**config.mk**
```make
export PLATFORM = sky130hd
export DESIGN_NAME = button_conditioner
export DESIGN_NICKNAME = d
export VERILOG_FILES = /design/src/rtl/btn_pkg.sv /design/src/rtl/button_debounce_ch.sv /design/src/rtl/button_conditioner.sv
export SDC_FILE = /design/constraint.sdc
export NUM_CORES = 1
export LEC_CHECK = 0
export CAP_MARGIN = 0
export CORE_MARGIN = 1.5
export CORE_UTILIZATION = 55
export DETAILED_ROUTE_END_ITERATION = 8
export HOLD_SLACK_MARGIN = 0.06
export PLACE_DENSITY = 0.74
export SYNTH_ARGS = -nofsm -noshare
export SYNTH_HDL_FRONTEND = slang
export SYNTH_SLANG_ARGS = --single-unit
```
**constraint.sdc**
```tcl
create_clock -name clk_24M -period 4 [get_ports clk_24M]
set_input_delay 0.4 -clock clk_24M [delete_from_list [all_inputs] [get_ports clk_24M]]
set_output_delay 0.4 -clock clk_24M [all_outputs]
set_load 0.01 [all_outputs]
```
**src/rtl/btn_pkg.sv**
```systemverilog
// Shared types and timing defaults for the push-button conditioner.
// Timing defaults assume a 24 MHz system clock.
package btn_pkg;

  typedef enum logic [1:0] {
    ST_RELEASED   = 2'd0,
    ST_PRESS_PEND = 2'd1,
    ST_PRESSED    = 2'd2,
    ST_REL_PEND   = 2'd3
  } btn_state_e;

  // 10 ms debounce window and 1 s long-press threshold at 24 MHz.
  localparam int unsigned DEF_DEBOUNCE_CYCLES = 240_000;
  localparam int unsigned DEF_LONG_CYCLES     = 24_000_000;

  // Counter width for a count that runs up to n-1; never narrower than one bit.
  function automatic int unsigned cnt_width(input int unsigned n);
    return (n < 2) ? 1 : $clog2(n);
  endfunction

endpackage

```
**src/rtl/button_debounce_ch.sv**
```systemverilog
// One button channel: two-flop synchroniser, debounce FSM, long-press timer
// and press toggle. All outputs are registered.
module button_debounce_ch
  import btn_pkg::*;
#(
  parameter bit          ACTIVE_LOW      = 1'b1,
  parameter int unsigned DEBOUNCE_CYCLES = DEF_DEBOUNCE_CYCLES,
  parameter int unsigned LONG_CYCLES     = DEF_LONG_CYCLES
) (
  input  logic clk_24M,
  input  logic rst,
  input  logic btn_raw,
  output logic btn_level,
  output logic btn_press,
  output logic btn_release,
  output logic btn_long,
  output logic btn_toggle
);

  localparam int unsigned DW = cnt_width(DEBOUNCE_CYCLES);
  localparam int unsigned LW = cnt_width(LONG_CYCLES);

  localparam logic [DW-1:0] DEB_LAST  = DW'(DEBOUNCE_CYCLES - 1);
  localparam logic [LW-1:0] LONG_LAST = LW'(LONG_CYCLES - 1);
  localparam logic [LW-1:0] LONG_PRE  = LW'(LONG_CYCLES - 2);

  logic [1:0]    sync_q;
  logic          pressed;
  btn_state_e    state_q, state_d;
  logic [DW-1:0] deb_q, deb_d;
  logic [LW-1:0] long_q, long_d;
  logic          fired_q, fired_d;
  logic          level_d, press_d, release_d, long_pulse_d, toggle_d;

  // NOTE: the synchroniser resets to the idle pin level so a button held
  // through reset is seen as a fresh edge and debounced, not assumed pressed.
  always_ff @(posedge clk_24M) begin
    if (rst) sync_q <= {2{ACTIVE_LOW}};
    else     sync_q <= {sync_q[0], btn_raw};
  end

  assign pressed = sync_q[1] ^ ACTIVE_LOW;

  // NOTE: every state and output register uses non-blocking assignment so
  // all flops sample the same pre-edge values regardless of statement order.
  always_ff @(posedge clk_24M) begin
    if (rst) begin
      state_q     <= ST_RELEASED;
      deb_q       <= '0;
      long_q      <= '0;
      fired_q     <= 1'b0;
      btn_level   <= 1'b0;
      btn_press   <= 1'b0;
      btn_release <= 1'b0;
      btn_long    <= 1'b0;
      btn_toggle  <= 1'b0;
    end else begin
      state_q     <= state_d;
      deb_q       <= deb_d;
      long_q      <= long_d;
      fired_q     <= fired_d;
      btn_level   <= level_d;
      btn_press   <= press_d;
      btn_release <= release_d;
      btn_long    <= long_pulse_d;
      btn_toggle  <= toggle_d;
    end
  end

  // NOTE: defaults first, so no path through the case leaves a signal
  // unassigned and no latch is inferred.
  always_comb begin
    state_d      = state_q;
    deb_d        = deb_q;
    long_d       = long_q;
    fired_d      = fired_q;
    press_d      = 1'b0;
    release_d    = 1'b0;
    long_pulse_d = 1'b0;
    toggle_d     = btn_toggle;

    case (state_q)
      ST_RELEASED: begin
        if (pressed) begin
          state_d = ST_PRESS_PEND;
          deb_d   = DW'(1);
        end
      end
      ST_PRESS_PEND: begin
        if (!pressed) begin
          state_d = ST_RELEASED;
          deb_d   = '0;
        end else if (deb_q == DEB_LAST) begin
          state_d  = ST_PRESSED;
          press_d  = 1'b1;
          toggle_d = ~btn_toggle;
          long_d   = '0;
          fired_d  = 1'b0;
        end else begin
          deb_d = deb_q + 1'b1;
        end
      end
      ST_PRESSED: begin
        if (!pressed) begin
          state_d = ST_REL_PEND;
          deb_d   = DW'(1);
        end else if (!fired_q) begin
          // The step that lands on the threshold fires; the count then holds.
          if (long_q == LONG_PRE) begin
            long_d       = LONG_LAST;
            fired_d      = 1'b1;
            long_pulse_d = 1'b1;
          end else begin
            long_d = long_q + 1'b1;
          end
        end
      end
      ST_REL_PEND: begin
        // long_q is left alone here so a release bounce only pauses the timer.
        if (pressed) begin
          state_d = ST_PRESSED;
          deb_d   = '0;
        end else if (deb_q == DEB_LAST) begin
          state_d   = ST_RELEASED;
          release_d = 1'b1;
          deb_d     = '0;
        end else begin
          deb_d = deb_q + 1'b1;
        end
      end
      default: state_d = ST_RELEASED;
    endcase

    level_d = (state_d == ST_PRESSED) || (state_d == ST_REL_PEND);
  end

endmodule

```
**src/rtl/button_conditioner.sv**
```systemverilog
// Push-button front end: NUM_BTN independent debounce channels producing
// clean levels, press/release/long-press pulses and per-button toggles.
module button_conditioner
  import btn_pkg::*;
#(
  parameter int unsigned          NUM_BTN         = 2,
  parameter logic [NUM_BTN-1:0]   ACTIVE_LOW_MASK = {NUM_BTN{1'b1}},
  parameter int unsigned          DEBOUNCE_CYCLES = DEF_DEBOUNCE_CYCLES,
  parameter int unsigned          LONG_CYCLES     = DEF_LONG_CYCLES
) (
  input  logic               clk_24M,
  input  logic               rst,
  input  logic [NUM_BTN-1:0] btn_raw,
  output logic [NUM_BTN-1:0] btn_level,
  output logic [NUM_BTN-1:0] btn_press,
  output logic [NUM_BTN-1:0] btn_release,
  output logic [NUM_BTN-1:0] btn_long,
  output logic [NUM_BTN-1:0] btn_toggle
);

  for (genvar i = 0; i < NUM_BTN; i++) begin : g_ch
    button_debounce_ch #(
      .ACTIVE_LOW      (ACTIVE_LOW_MASK[i]),
      .DEBOUNCE_CYCLES (DEBOUNCE_CYCLES),
      .LONG_CYCLES     (LONG_CYCLES)
    ) u_ch (
      .clk_24M     (clk_24M),
      .rst         (rst),
      .btn_raw     (btn_raw[i]),
      .btn_level   (btn_level[i]),
      .btn_press   (btn_press[i]),
      .btn_release (btn_release[i]),
      .btn_long    (btn_long[i]),
      .btn_toggle  (btn_toggle[i])
    );
  end

endmodule

```
==> results.ini <==
[placed_design]
io_buffers=13
dp_slack_ns=1.11
place_hpwl_um=11400
globalplace.congestion=0.919

[clocking]
clk_latency_ns=0.36
cts_hold_buf=0
cts_buffer_depth=2
cts_buffers=9
cts-root-buf=clkbuf_16
cts_tree=built
htreeDepth=3
cts_resized=0
cts.sinks=106
cts.clk_slew.worst_paths_ns=0.07
cts_setup_buffers=0

[synthesis]
synthArstFlopShare_pct=0
avgSynthCellArea_sq_um=7.97
yosys.area.top_type_share_pct=33.3
yosysSeqAreaShare_pct=33.3
synth-seq-cells=106
synth_cells=800
yosys.cell_types.count=80
synth_edf_count=0
yosysMostFrequentCell=dfxtp_1
synthTopCellsByCount=106 x dfxtp_1, 58 x nand2_1, 54 x nand3_1
synth_warnings=0
ys.flop_type=dfxtp_1
syn-cell-area_sq_um=6380
synth_nets=820
synthTopCellsByArea=dfxtp_1 33%, nand3_1 4.2%, nand4_1 3.8%
yosysTopAreaCell=dfxtp_1

[route]
vias=6255
wl_met3_um=1220
dr.max_layer_used=met4
drc=0
viasPerCell=6.74
dr_wl_met2_um=7810
met1_length_um=7210
dr.pass1.iters=6
ant_nets=0
drt_wl_total_um=16500
wl_per_cell_um=17.7
drt-initial-drc-count=597

[critical_path]
critPathMaxFanout=18
timing.rr.start=g_ch[0].u_ch.state_q[0]
worstSetupEndpointType=flop
cp-start-kind=flop
worst_setup_path_startpoint=g_ch[0].u_ch.state_q[0]
cp.arrival_ns=3.21
critPathRequiredTime_ns=4.29
criticalPathCategory=flop to flop

[final_layout]
area_growth_pct=6.38
n_antenna_cell=0
drive_gt1_share_pct=6.11
nFillCells=992
post-route-util_pct=59.7
final_net_count=800

[worst_hold_path]
min_from=rst
holdCritPathClass=input port to flop

[sta]
max_slew_margin_pct=19.1
tightest_slew_ns=1.20
whs_ns=0.385
fin_worst_skew_ns=0.00886
period_needed_ns=2.92
max_freq_ghz=0.342
tns_ns=0
setup_ws_ns=1.08
setup_viol=0
period_share_pct=73.1
rsz0062_at_grt=no
drv_slew=0
hold_violations=0

[die]
pin_count=14
rows=39
die_h_um=111
die_x_um=111
fp.dieArea_sq_um=12300
core_sq_um=11400
start_util_pct=56.1

[grt]
grt_pass1_vias=5870
grt_max_degree=51
antenna_found_initial=0
grt-ovfl-total=0
grt_pass1_wl_um=27700
track_usage_pct=26.9

[pwr]
p_per_area_nw_per_um2=362
peakVddDrop_mv=0.415
leakagePower_nw=2.13

[outcome]
status=finished clean

[run]
max-cap-violations=0

sequential cells by signal, indices dropped and copies added, names as in the netlist:
register	flops
g_ch.u_ch.btn_long	2
g_ch.u_ch.btn_toggle	2
g_ch.u_ch.btn_level	2
g_ch.u_ch.btn_release	2
g_ch.u_ch.long_q	50
g_ch.u_ch.deb_q	36
g_ch.u_ch.fired_q	2
g_ch.u_ch.sync_q	4
g_ch.u_ch.btn_press	2
g_ch.u_ch.state_q	4
through the flow:
| stage | instances | cell area [sq um] | total power (W) |
|---|---|---|---|
| 3_5_place_dp | 912 | 6500 | 0.00160 |
| 3_3_place_gp | 912 | 6500 | 0.00159 |
| 4_1_cts | 928 | 6790 | 0.00246 |
| 6_report | 928 | 6790 | 0.00245 |
| 5_1_grt | 928 | 6790 | 0.00257 |
| 2_1_floorplan | 800 | 6380 | 0.00148 |
cell families after synthesis:
kind of cell / Yosys count / share of synthesized area (%)
AND/OR/NAND/NOR: 356 / 32.1
AO/OA/AOI/OAI: 210 / 22.6
flip-flops: 106 / 33.3
buffers and inverters: 94 / 6.32
adder cells (fa/ha/maj): 16 / 3.14
XOR/XNOR: 13 / 1.79
multiplexers: 5 / 0.824
power by group:
group	leakage (nW)	internal [W]	switching, W	total (W)
Sequential	0.855	0.00108	0.0000208	0.00110
Combinational	1.15	0.000158	0.000336	0.000493
Clock	0.131	0.000433	0.000432	0.000864
layout make-up:
cell class | instances | area [sq um] | share of cell area [%]
Multi-Input combinational cell | 600 | 3860 | 56.9
Inverter | 43 | 161 | 2.38
Timing Repair Buffer | 20 | 178 | 2.62
Sequential cell | 106 | 2120 | 31.3
Tap cell | 143 | 179 | 2.64
Clock buffer | 9 | 225 | 3.32
Clock inverter | 7 | 60.1 | 0.885
cell usage in the layout, fill, tap and decap left out, drive strengths merged, types with 12 or more instances in the layout:
cell / count
a21oi: 34
a31oi: 17
clkdlybuf4s50: 12
dfxtp: 106
ha: 16
inv: 45
nand2: 58
nand3: 55
nand4: 41
nor2: 49
nor3: 22
nor4: 14
o21ai: 43
o31ai: 15
or3: 20
or4: 17
metal layers:
| layer | up-vias | global-route usage, % |
|---|---|---|
| met5 | - | 0 |
| met4 | 0 | 9.49 |
| met3 | 21 | 6.56 |
| met2 | 267 | 43.8 |
| met1 | 2948 | 34.7 |
| li1 | 3019 | - |
worst paths after layout:
kind	to	slack (ns)	depth (start not counted)
setup / recovery	g_ch[0].u_ch.deb_q[8]	1.08	7
hold reg to reg	g_ch[1].u_ch.sync_q[1]	0.42	1
hold / removal	g_ch[1].u_ch.btn_long	0.38	3
setup reg to reg	g_ch[0].u_ch.deb_q[8]	1.08	7
worst max-delay path, stage by stage (launching register included):
cell and delay [ns]:
dfxtp_1 0.33, inv_1 0.12, ha_1 0.58, clkinv_1 0.43
o21ai_1 0.83, o31ai_1 0.18, buf_4 0.22, o21ai_0 0.15
Power figures use the tool's default switching activity.
